==> src/rtl/core_ctrl_pkg.sv <==
// Shared definitions for the core_ctrl sequencer: instruction-info bit indices,
// widths, and the state/phase encodings used by the controller and its bus-cycle unit.
package core_ctrl_pkg;

    localparam int INSTSIZE = 4;
    localparam int INST_GO6 = 0;
    localparam int INST_DAD = 1;
    localparam int INST_HLT = 2;
    localparam int INST_DIO = 3;
    localparam int TSTBITS  = 3;

    // Instruction-level states; F1-F3/FW and M1-M3/MW are ST_BUS combined with a bus phase.
    typedef enum logic [3:0] {
        ST_RST,
        ST_BUS,
        ST_F4,
        ST_F5,
        ST_F6,
        ST_WB,
        ST_D1,
        ST_D2,
        ST_D3,
        ST_D4,
        ST_D5,
        ST_D6,
        ST_HALT
    } state_t;

    typedef enum logic [2:0] {
        PH_IDLE,
        PH_T1,
        PH_T2,
        PH_TW,
        PH_T3
    } phase_t;

    typedef enum logic {
        KIND_CODE,
        KIND_DATA
    } kind_t;

endpackage

==> src/rtl/core_ctrl_bus_cycle.sv <==
// One external read cycle: T1 (address latch), T2/TW (read, wait for ready), T3 (capture).
// Shared by opcode fetch (code) and operand/IO reads (data); o_done marks T3.
module core_ctrl_bus_cycle
    import core_ctrl_pkg::*;
(
    input  logic               clk,
    input  logic               rst,
    input  logic               i_start,
    input  kind_t              i_kind,
    input  logic               i_io,
    input  logic               i_rdy,
    output logic               o_ale,
    output logic               o_rd,
    output logic               o_io,
    output logic               o_enb_code,
    output logic               o_enb_data,
    output logic               o_pc_inc,
    output logic               o_done,
    output kind_t              o_kind,
    output logic [TSTBITS-1:0] o_tstate
);

    phase_t r_phase;
    phase_t w_phase_nxt;
    kind_t  r_kind;
    logic   r_io;

    always_ff @(posedge clk) begin
        if (rst) begin
            r_phase <= PH_IDLE;
            r_kind  <= KIND_CODE;
            r_io    <= 1'b0;
        end else begin
            r_phase <= w_phase_nxt;
            if (i_start) begin
                r_kind <= i_kind;
                r_io   <= i_io;
            end
        end
    end

    always_comb begin
        w_phase_nxt = r_phase;
        if (i_start) begin
            w_phase_nxt = PH_T1;
        end else begin
            case (r_phase)
                PH_T1:        w_phase_nxt = PH_T2;
                PH_T2, PH_TW: w_phase_nxt = i_rdy ? PH_T3 : PH_TW;
                PH_T3:        w_phase_nxt = PH_IDLE;
                default:      w_phase_nxt = PH_IDLE;
            endcase
        end
    end

    always_comb begin
        o_ale      = (r_phase == PH_T1);
        o_rd       = (r_phase == PH_T2) || (r_phase == PH_TW) || (r_phase == PH_T3);
        o_io       = r_io && (r_phase != PH_IDLE);
        o_done     = (r_phase == PH_T3);
        o_enb_code = o_done && (r_kind == KIND_CODE);
        o_enb_data = o_done && (r_kind == KIND_DATA);
        o_pc_inc   = o_done;
        o_kind     = r_kind;
        case (r_phase)
            PH_T1:        o_tstate = 3'd1;
            PH_T2, PH_TW: o_tstate = 3'd2;
            PH_T3:        o_tstate = 3'd3;
            default:      o_tstate = 3'd0;
        endcase
    end

endmodule

==> src/rtl/core_ctrl.sv <==
// Machine-cycle / T-state sequencer for the alureg datapath: dispatches on the
// decoded instruction in T4 and drives datapath strobes plus bus read cycles.
//
// state   | meaning
// RST     | held in reset, all outputs low
// BUS     | bus cycle in flight (F1-F3/FW or M1-M3/MW, see bus-cycle phase)
// F4      | register read, instruction dispatch
// F5, F6  | extra T-states of 6-T instructions, write in F6
// WB      | write back after operand/IO read
// D1..D6  | two bus-idle 3-T cycles of DAD
// HALT    | halted until reset
module core_ctrl
    import core_ctrl_pkg::*;
(
    input  logic                clk,
    input  logic                rst,
    input  logic [INSTSIZE-1:0] chk_inst,
    input  logic                need_mem,
    input  logic                bus_rdy,
    output logic                enb_code,
    output logic                enb_data,
    output logic                enb_rreg,
    output logic                enb_wreg,
    output logic                bus_ale,
    output logic                bus_rd,
    output logic                bus_io,
    output logic                pc_inc,
    output logic                dad_step,
    output logic                halted,
    output logic [TSTBITS-1:0]  tstate
);

    state_t r_state;
    state_t w_state_nxt;
    logic   r_dio;

    logic               w_start;
    kind_t              w_kind;
    logic               w_start_io;
    logic               w_bc_done;
    logic               w_bc_io;
    kind_t              w_bc_kind;
    logic [TSTBITS-1:0] w_bc_tstate;

    core_ctrl_bus_cycle u_bus_cycle (
        .clk        (clk),
        .rst        (rst),
        .i_start    (w_start),
        .i_kind     (w_kind),
        .i_io       (w_start_io),
        .i_rdy      (bus_rdy),
        .o_ale      (bus_ale),
        .o_rd       (bus_rd),
        .o_io       (w_bc_io),
        .o_enb_code (enb_code),
        .o_enb_data (enb_data),
        .o_pc_inc   (pc_inc),
        .o_done     (w_bc_done),
        .o_kind     (w_bc_kind),
        .o_tstate   (w_bc_tstate)
    );

    assign bus_io = w_bc_io;

    always_ff @(posedge clk) begin
        if (rst) begin
            r_state <= ST_RST;
            r_dio   <= 1'b0;
        end else begin
            r_state <= w_state_nxt;
            if (r_state == ST_F4) r_dio <= chk_inst[INST_DIO];
        end
    end

    always_comb begin
        w_state_nxt = r_state;
        w_start     = 1'b0;
        w_kind      = KIND_CODE;
        w_start_io  = 1'b0;
        enb_rreg    = 1'b0;
        enb_wreg    = 1'b0;
        dad_step    = 1'b0;
        halted      = 1'b0;
        tstate      = 3'd0;
        case (r_state)
            ST_RST: begin
                w_state_nxt = ST_BUS;
                w_start     = 1'b1;
            end
            ST_BUS: begin
                tstate = w_bc_tstate;
                if (w_bc_done) begin
                    if (w_bc_kind == KIND_CODE) begin
                        w_state_nxt = ST_F4;
                    end else if (r_dio && !w_bc_io) begin
                        // operand byte is the port number; follow it with the IO cycle
                        w_start    = 1'b1;
                        w_kind     = KIND_DATA;
                        w_start_io = 1'b1;
                    end else begin
                        w_state_nxt = ST_WB;
                    end
                end
            end
            ST_F4: begin
                tstate   = 3'd4;
                enb_rreg = 1'b1;
                if (chk_inst[INST_HLT]) begin
                    w_state_nxt = ST_HALT;
                end else if (chk_inst[INST_DAD]) begin
                    w_state_nxt = ST_D1;
                end else if (chk_inst[INST_DIO] || need_mem) begin
                    w_state_nxt = ST_BUS;
                    w_start     = 1'b1;
                    w_kind      = KIND_DATA;
                end else if (chk_inst[INST_GO6]) begin
                    w_state_nxt = ST_F5;
                end else begin
                    enb_wreg    = 1'b1;
                    w_state_nxt = ST_BUS;
                    w_start     = 1'b1;
                end
            end
            ST_F5: begin
                tstate      = 3'd5;
                enb_rreg    = 1'b1;
                w_state_nxt = ST_F6;
            end
            ST_F6: begin
                tstate      = 3'd6;
                enb_rreg    = 1'b1;
                enb_wreg    = 1'b1;
                w_state_nxt = ST_BUS;
                w_start     = 1'b1;
            end
            ST_WB: begin
                tstate      = 3'd4;
                enb_rreg    = 1'b1;
                enb_wreg    = 1'b1;
                w_state_nxt = ST_BUS;
                w_start     = 1'b1;
            end
            ST_D1: begin tstate = 3'd1; w_state_nxt = ST_D2; end
            ST_D2: begin tstate = 3'd2; w_state_nxt = ST_D3; end
            ST_D3: begin tstate = 3'd3; dad_step = 1'b1; w_state_nxt = ST_D4; end
            ST_D4: begin tstate = 3'd1; w_state_nxt = ST_D5; end
            ST_D5: begin tstate = 3'd2; w_state_nxt = ST_D6; end
            ST_D6: begin
                tstate      = 3'd3;
                dad_step    = 1'b1;
                enb_wreg    = 1'b1;
                w_state_nxt = ST_BUS;
                w_start     = 1'b1;
            end
            ST_HALT: begin
                halted = 1'b1;
            end
            default: begin
                w_state_nxt = ST_RST;
            end
        endcase
    end

endmodule

==> config.mk <==
export PLATFORM = sky130hd
export DESIGN_NAME = core_ctrl
export DESIGN_NICKNAME = d
export VERILOG_FILES = /design/src/rtl/core_ctrl_pkg.sv /design/src/rtl/core_ctrl_bus_cycle.sv /design/src/rtl/core_ctrl.sv
export SDC_FILE = /design/constraint.sdc
export NUM_CORES = 1
export LEC_CHECK = 0
export CORE_MARGIN = 10
export CORE_UTILIZATION = 45
export CTS_BUF_LIST = sky130_fd_sc_hd__clkbuf_4
export CTS_CLUSTER_DIAMETER = 120
export DETAILED_ROUTE_END_ITERATION = 16
export DONT_BUFFER_PORTS = 1
export GPL_TIMING_DRIVEN = 0
export PLACE_DENSITY = 0.7
export SLEW_MARGIN = 20
export SYNTH_ARGS = -nofsm -noshare
export SYNTH_HDL_FRONTEND = slang
export SYNTH_SLANG_ARGS = --single-unit
==> constraint.sdc <==
create_clock -name clk -period 2.3 [get_ports clk]
set_clock_uncertainty 0.05 [all_clocks]
set_input_delay 0.23 -clock clk [delete_from_list [all_inputs] [get_ports clk]]
set_output_delay 0.23 -clock clk [all_outputs]
set_load 0.03 [all_outputs]
Word-level counts from Yosys, hierarchy flattened
Index checks and enable logic that the tools add are counted.
{"block": "op_classes", "eq_ne": 18, "muxes": 33, "n_bitwise": 2, "n_reduce_logical": 20}
{"op": "$pmux 4 s10", "count": 1}
{"op": "$pmux 3 s7", "count": 1}
{"op": "$eq 4x4->1 const B", "count": 5}
{"op": "$mux 1", "count": 18}
{"op": "$eq 4x3->1 const B", "count": 4}
{"op": "$mux 4", "count": 4}
{"op": "$reduce_or 2->1", "count": 6}
{"op": "$eq 4x2->1 const B", "count": 2}
{"op": "$reduce_or 4->1", "count": 2}
{"op": "$eq 3x2->1 const B", "count": 2}
{"op": "$mux 3", "count": 2}
{"op": "$pmux 2 s3", "count": 1}
{"op": "$pmux 3 s2", "count": 1}
{"op": "$eq 4x1->1 const B", "count": 1}
{"op": "$logic_and 1x1->1", "count": 4}
{"op": "$logic_not 4->1", "count": 1}
{"op": "$mux 2", "count": 2}
{"op": "$pmux 1 s2", "count": 2}
{"op": "$eq 3x1->1 const B", "count": 1}
{"op": "$eq 3x3->1 const B", "count": 1}
{"op": "$logic_or 1x1->1", "count": 3}
{"op": "$ne 3x3->1 const B", "count": 1}
{"op": "$pmux 1 s3", "count": 1}
{"op": "$reduce_and 3->1", "count": 1}
{"op": "5 further kinds", "count": 6}
{"block": "totals", "reg_bits": 10, "in_bits": 8, "out_inout_bits": 13, "elab_cells": 79}

Longest topological paths before layout
{"block": "logic_depth", "ltp_word": 9, "depth_mapped": 6, "mapped_depth_nobuf": 5}

By module
From an unflattened synthesis, not the netlist that was laid out.
{"block": "unflattened", "cells_unflattened": 110, "hier_area_um2": 852.1}
{"module": "core_ctrl", "n_inst": 1, "cells_per_inst": 79, "area_each_um2": 565.5, "seq_area_each_um2": 100.1}
{"module": "core_ctrl_bus_cycle", "n_inst": 1, "cells_per_inst": 31, "area_each_um2": 286.5, "seq_area_each_um2": 100.1}

Least setup slack after synthesis
No wires, ideal clock.
{"block": "synth_path", "kind": "register to output", "from": "reg r_state[0]", "to": "out dad_step", "arrival_time_ns": 1.748, "t_required_ns": 2.020, "setup_slack_ns": 0.272, "path_stages_with_launch": 5, "n_path_buf": 1, "cell_sequence": "dfxtp_1 buf_2 inv_1 nor2_1 nor4b_1"}
{"block": "synth_between", "elab_chain_len": 3, "word_cells_on_any_way": 4, "classes_between": "2 x eq/ne; 1 x mux; 1 x reduce/logical"}
{"item": "start: declaration", "line": "core_ctrl.sv:33", "text": "state_t r_state;"}
{"item": "start signal: assignment", "line": "core_ctrl.sv:70", "text": "r_state <= w_state_nxt;"}
{"item": "$eq 4x4->1", "line": "core_ctrl.sv:85", "text": "case (r_state)"}
{"item": "$reduce_or 2->1 (no line) (*)"}
{"item": "$mux 1 (*)", "line": "core_ctrl.sv:85"}
{"item": "end: declaration", "line": "core_ctrl.sv:28", "text": "output logic dad_step,"}
Mark *: on every way between the ends. The rest lies on a longest branch, timed or not.

Final worst setup path
{"block": "layout_path", "from": "reg r_state[3]", "to": "out enb_wreg"}
{"block": "layout_between", "elab_chain_len": 3, "word_cells_on_any_way": 6, "classes_between": "4 x eq/ne; 1 x mux; 1 x reduce/logical"}
{"item": "$eq 4x4->1 / $eq 4x3->1 (equally long branches)", "line": "core_ctrl.sv:85"}
{"item": "$reduce_or 3->1 (no line)"}
{"item": "$pmux 1 s2 (*)", "line": "core_ctrl.sv:85"}
{"item": "end: declaration", "line": "core_ctrl.sv:23", "text": "output logic enb_wreg,"}
Marked as above.

==> reports/metrics.csv <==
metric;value;unit
Final ANT Viol Nets;0;
DRT Pass-1 Iters;4;
Mapped Nets;113;
Final min period;2.19;ns
Max VDD drop;0.329;mV
Num CTS Buffers;3;
layout cells sized above 1;18.9;%
clock sink count;10;
largest net degree at the start of global routing;11;
max-cap violations;0;
Initial Utilization;46.4;%
Cell variety after synth;42;
sequential area share after synthesis;25.6;%
Avg Cell Area, Syn;7.46;sq um
final std cells w/o fill;128;
YS warnings;0;
Leakage;0.321;nW
Die Area;0.00381;sq mm
CTS tree;built;
Max Freq;457;MHz
routed wl met2;917;um
Synth Cell Area;783;sq um
CTS Buffer Depth;2;
Crit. End Element;output port;
initial DRC count;21;
vias in the first global route;786;
critical path launch point type;flop;
worst hold path type;input port to flop;
Gate Count Post-Synth;105;
crit-path max FO;10;
WL met3;183;um
fillers;174;
final hold violations;0;
Routed WL per cell;16.2;um
wl on met1;930;um
area added between synthesis and finish;8.95;%
worst-margin pin slew;0.954;ns
Worst Path Required;2.02;ns
commonest non-fill, non-tap cells in the layout;12 x nor2_1, 11 x a21oi_1, 10 x dfxtp_1;
NumNets Final;120;
status;complete, no violations;
number of enable flip-flop cells after synthesis;0;
DRC;0;
kind of critical path;flop to output port;
antenna cell count;0;
Power per Cell Area;670;mW/mm^2
Worst slew margin;36.2;%
Core ar.;0.00169;sq mm
first-pass GRT wire length;3570;um
number of setup violations in the final report;0;
Worst-Skew Late Latency;0.26;ns
row count;15;
# IOs;21;
Root Driver;clkbuf_4;
RSZ-0062 raised after global routing;no;
CP arrival;1.91;ns
Die Wd;61.7;um
DR vias/cell;6.25;
most common cell after layout, fill and taps aside;nor2_1;
final WL;2070;um
Main synth FF type;dfxtp_1;
setup TNS;0;ns
RePlAce Congestion;0.914;
input/output buffers;0;
Placed Cells;124;
Die Y;61.7;um
routed vias;800;
DP HPWL;1630;um
GRT Residual Overflow;0;
highest routed layer;met4;
Seq cells post-synth;10;
Hold Crit Depth;2;
fin crit share;95.1;%
GRT Total Usage;12.3;%
initial antenna violation count;0;
H-tree depth;1;
Slew Viols, Final;0;
Reg clk slew, reported paths;0.06;ns
R2R cell count;7;
ys async rst share;0;%
worst max-delay path: stages (launching register included):
cell      delay, ns
dfxtp_1        0.37
clkbuf_1       0.26
nor4_1         0.31
a22oi_1        0.12
o22ai_1        0.59
what timing repair did:
item / 4_1_cts / 5_1_grt
endpoints found under the setup margin: 1 / 1
cloned: 0 / 0
resized for setup: 1 / 1
hold buffers: 0 / 0
buffers inserted: 0 / 0
metrics by stage:
stage / instance area (sq um) / hold WS [ns] / setup WS [ns] / util, % / power [W]
2_1_floorplan: 783 / 0.324 / 0.272 / - / 0.000410
3_3_place_gp: 805 / 0.332 / 0.0490 / 47.6 / 0.000446
3_5_place_dp: 826 / 0.336 / 0.245 / 48.9 / 0.000454
4_1_cts: 852 / 0.0576 / 0.0990 / 50.4 / 0.000575
5_1_grt: 853 / 0.0657 / 0.000188 / 50.5 / 0.000618
6_report: 853 / 0.0624 / 0.114 / 50.5 / 0.000572
cell families after synthesis:
| group | synth area share [%] |
|---|---|
| compound gates | 31.0 |
| mux | 2.56 |
| xor+xnor | 1.12 |
| flops | 25.6 |
| buf+inv | 7.67 |
| simple gates | 32.1 |
metal layers:
layer  vias to the layer above  GRT usage, %
li1                        400             -
met1                       361          16.0
met2                        35          18.0
met3                         4          3.66
met4                         0          6.05
met5                         -             0
cell usage after synthesis (2+ instances only):
library cell	n	area [sq um]
nor2_1	12	45.0
a21oi_1	11	55.1
dfxtp_1	10	200
o21ai_0	8	40.0
buf_2	5	25.0
nand2b_1	5	31.3
inv_1	4	15.0
nand2_1	4	15.0
nor4_1	4	25.0
a21o_1	3	22.5
nor3_1	3	15.0
a211oi_1	2	15.0
a221oi_2	2	30.0
clkbuf_1	2	7.51
mux2i_1	2	20.0
nor3b_1	2	15.0
worst paths after layout:
check / endpoint / slack [ns] / from
setup / recovery: enb_wreg / 0.11 / r_state[3]
hold / removal: u_bus_cycle.r_phase[2] / 0.06 / bus_rdy
setup reg to reg: r_state[1] / 0.75 / r_state[2]
hold reg to reg: r_dio / 0.45 / r_dio
sequential cells by signal (all words and copies together) (netlist names):
| signal | cells |
|---|---|
| r_dio | 1 |
| r_state | 4 |
| u_bus_cycle.o_kind | 1 |
| u_bus_cycle.r_io | 1 |
| u_bus_cycle.r_phase | 3 |
power breakdown:
part | total (W) | switching, W | internal, W
combinational | 0.000249 | 0.000164 | 0.0000853
clock | 0.000119 | 0.0000564 | 0.0000625
sequential | 0.000204 | 0.0000161 | 0.000188
final cells by class:
| type | instances | area [sq um] | share of cell area (%) |
|---|---|---|---|
| clock inverters | 1 | 3.75 | 0.440 |
| inverters | 5 | 20.0 | 2.35 |
| clock buffers | 3 | 22.5 | 2.64 |
| well taps | 17 | 21.3 | 2.49 |
| plain buffers | 8 | 40.0 | 4.69 |
| multi-input cells | 82 | 537 | 62.9 |
| repair buffers | 2 | 8.76 | 1.03 |
| flip-flops and latches | 10 | 200 | 23.5 |
No activity file was read; power rests on OpenSTA's default activity.
==> variant, RTL diff (config.mk and constraints unchanged) <==
`TSTBITS`: 3 -> 6.
--- a/src/rtl/core_ctrl_pkg.sv
+++ b/src/rtl/core_ctrl_pkg.sv
@@ -8,5 +8,5 @@
     localparam int INST_HLT = 2;
     localparam int INST_DIO = 3;
-    localparam int TSTBITS  = 3;
+    localparam int TSTBITS  = 6;
 
     // Instruction-level states; F1-F3/FW and M1-M3/MW are ST_BUS combined with a bus phase.
Ports: changed (resized tstate); port bits go from 21 to 24. The function was not compared with the original's and may differ.
==> variant against the unedited design <==
- utilization up 2.3 points
- power up 3.5%
- sequential cell count unchanged
- synthesized area up 3.4%
- final area up 5.7%
- via count up 4.6%
- setup slack worse by 0.0032 ns
- routed wire length up 3.8%
- critical path type unchanged
- critical endpoint is now tstate[1]
- highest routed layer unchanged
==> variant: results (changes against the unedited design) <==
| Metric | Value |
|---|---|
| Status | completed |
| Warnings from Yosys | 0 (unchanged) |
| Clk pin slew, worst setup/hold paths | 0.07 ns |
| Drt pass-1 iters | 4 (unchanged) |
| Synth cell types | 43 (+2.4%) |
| Global-route wire length before repair | 3477 um (-2.5%) |
| Top Layer Used | met4 |
| Post-synth top cells | nor2_1 (12), a21oi_1 (11), dfxtp_1 (10) |
| Met3 usage | 0.02509 (-0.01150) |
| Longest Clk Path Bufs | 2 (unchanged) |
| Met2 routed WL | 906 um (-1.2%) |
| Routed vias | 837 (+4.6%) |
| Vias in the first global route | 735 (-6.5%) |
| Dpl hpwl | 1695 um (+4.3%) |
| Global Route Usage Sum | 0.1064 (-0.01694) |
| Worst path max stage delay | 0.42 ns (-0.17 ns) |
| Lkg Pwr | 0.0003499 uW (+9.0%) |
| # Post-CTS Setup Buffers | 0 (unchanged) |
| Peak VDD IR | 0.3367 mV (+2.5%) |
| Worst Tran Pin Value | 0.9453 ns (-0.008882 ns) |
| Met1 GRT Util | 0.1429 (-0.01719) |
| Htree depth | 1 (unchanged) |
| Avg WL per Cell | 15.11 um (-6.5%) |
| Worst Path Max Fanout | 8 (-2) |
| Largest net degree at the start of global routing | 11 (unchanged) |
| Initial antenna violation count | 0 (unchanged) |
| 1st-iter DRT viols | 19 (-9.5%) |
| Clock latency on the worst-skew pair | 0.27 ns |
| Ant. Diodes | 0 (unchanged) |
| Post-synth ARST share | 0 (unchanged) |
| Hold Path Class | input pin to flop |
| Post-Route M1 WL | 1055 um (+13%) |
| Critical path's top delay family | compound AO/OA/AOI/OAI gates |
| DR WL met3 | 136 um (-26%) |
| Clock root buffer | clkbuf_4 |
| Cts bufs inserted | 3 (unchanged) |
| NetSw | 253.4 uW (+7.3%) |
| Synth Flop Type | dfxtp_1 |
| Slowest-stage cell, CP | or3b_4 |
| Register area share after synthesis | 0.2473 (-0.008296) |
| Top Registers | r_state (4), u_bus_cycle.r_phase (3) |
| Layout fillers | 175 (+0.57%) |
| # port buffers | 0 (unchanged) |
| Routability cong. | 0.8832 (-3.3%) |
| Arr. time, crit path | 1.91 ns (about the same) |
| Final #Nets | 126 (+5.0%) |
| Met2 usage | 0.1500 (-0.03009) |
| Share of cells above drive strength 1 | 0.2051 (+0.01594) |
| Post-CTS sizing | 1 (unchanged) |
| Synth top area cells | dfxtp_1 (25%), a21oi_1 (6.8%), nor2_1 (5.6%), o21ai_0 (4.9%), nand2b_1 (3.9%) |
## variant: cell types whose count changed after synthesis
cell    before  now
buf_4        1    4
conb_1       0    1
## variant: worst paths after layout
check                                       startpoint                     end  slack [ns]  cells past startpoint
worst min register to register                   r_dio                   r_dio        0.45                      2
worst max-delay path            u_bus_cycle.r_phase[2]               tstate[1]        0.11                      6
worst max register to register              r_state[2]              r_state[2]        0.75                      6
worst min-delay path                           bus_rdy  u_bus_cycle.r_phase[2]        0.05                      2
## variant: power by group through the flow
stage                     clock, uW  combinational [uW]  sequential [uW]
after floorplan                   0                 217              203
after global placement            0                 247              207
after detailed placement          0                 252              208
after CTS                       134                 254              204
after global routing            138                 277              207
final                           132                 256              205
## variant: per-stage QoR
stage	setup WS (ns)	hold slack, ns	area (um2)	cells	utilization
6_report	0.1106	0.04670	902.1	142	0.5282
5_1_grt	0.05269	0.06343	902.1	142	0.5282
4_1_cts	0.08070	0.04359	895.9	142	0.5245
3_5_place_dp	0.2774	0.3349	869.6	138	0.5092
3_3_place_gp	0.04630	0.3339	848.3	136	0.4967
2_1_floorplan	0.2724	0.3242	817.0	111	-
## variant: logic make-up after synthesis
logic type / synth area share
and+or+nand+nor: 0.3107
AOI/OAI and AO/OA: 0.2999
buffers and inverters: 0.1020
DFF: 0.2473
muxes: 0.02473
xor gates and xnor gates: 0.01082
other: 0.004632
## variant: final cells by class
class                   count  area [um2]  area share
plain buffers              11       62.56     0.06935
multi-input cells          85       553.0      0.6130
flip-flops and latches     10       200.2      0.2219
clock inverters             1       3.754    0.004161
repair buffers              2       8.758    0.009709
inverters                   5       20.02     0.02219
well taps                  25       31.28     0.03467
clock buffers               3       22.52     0.02497
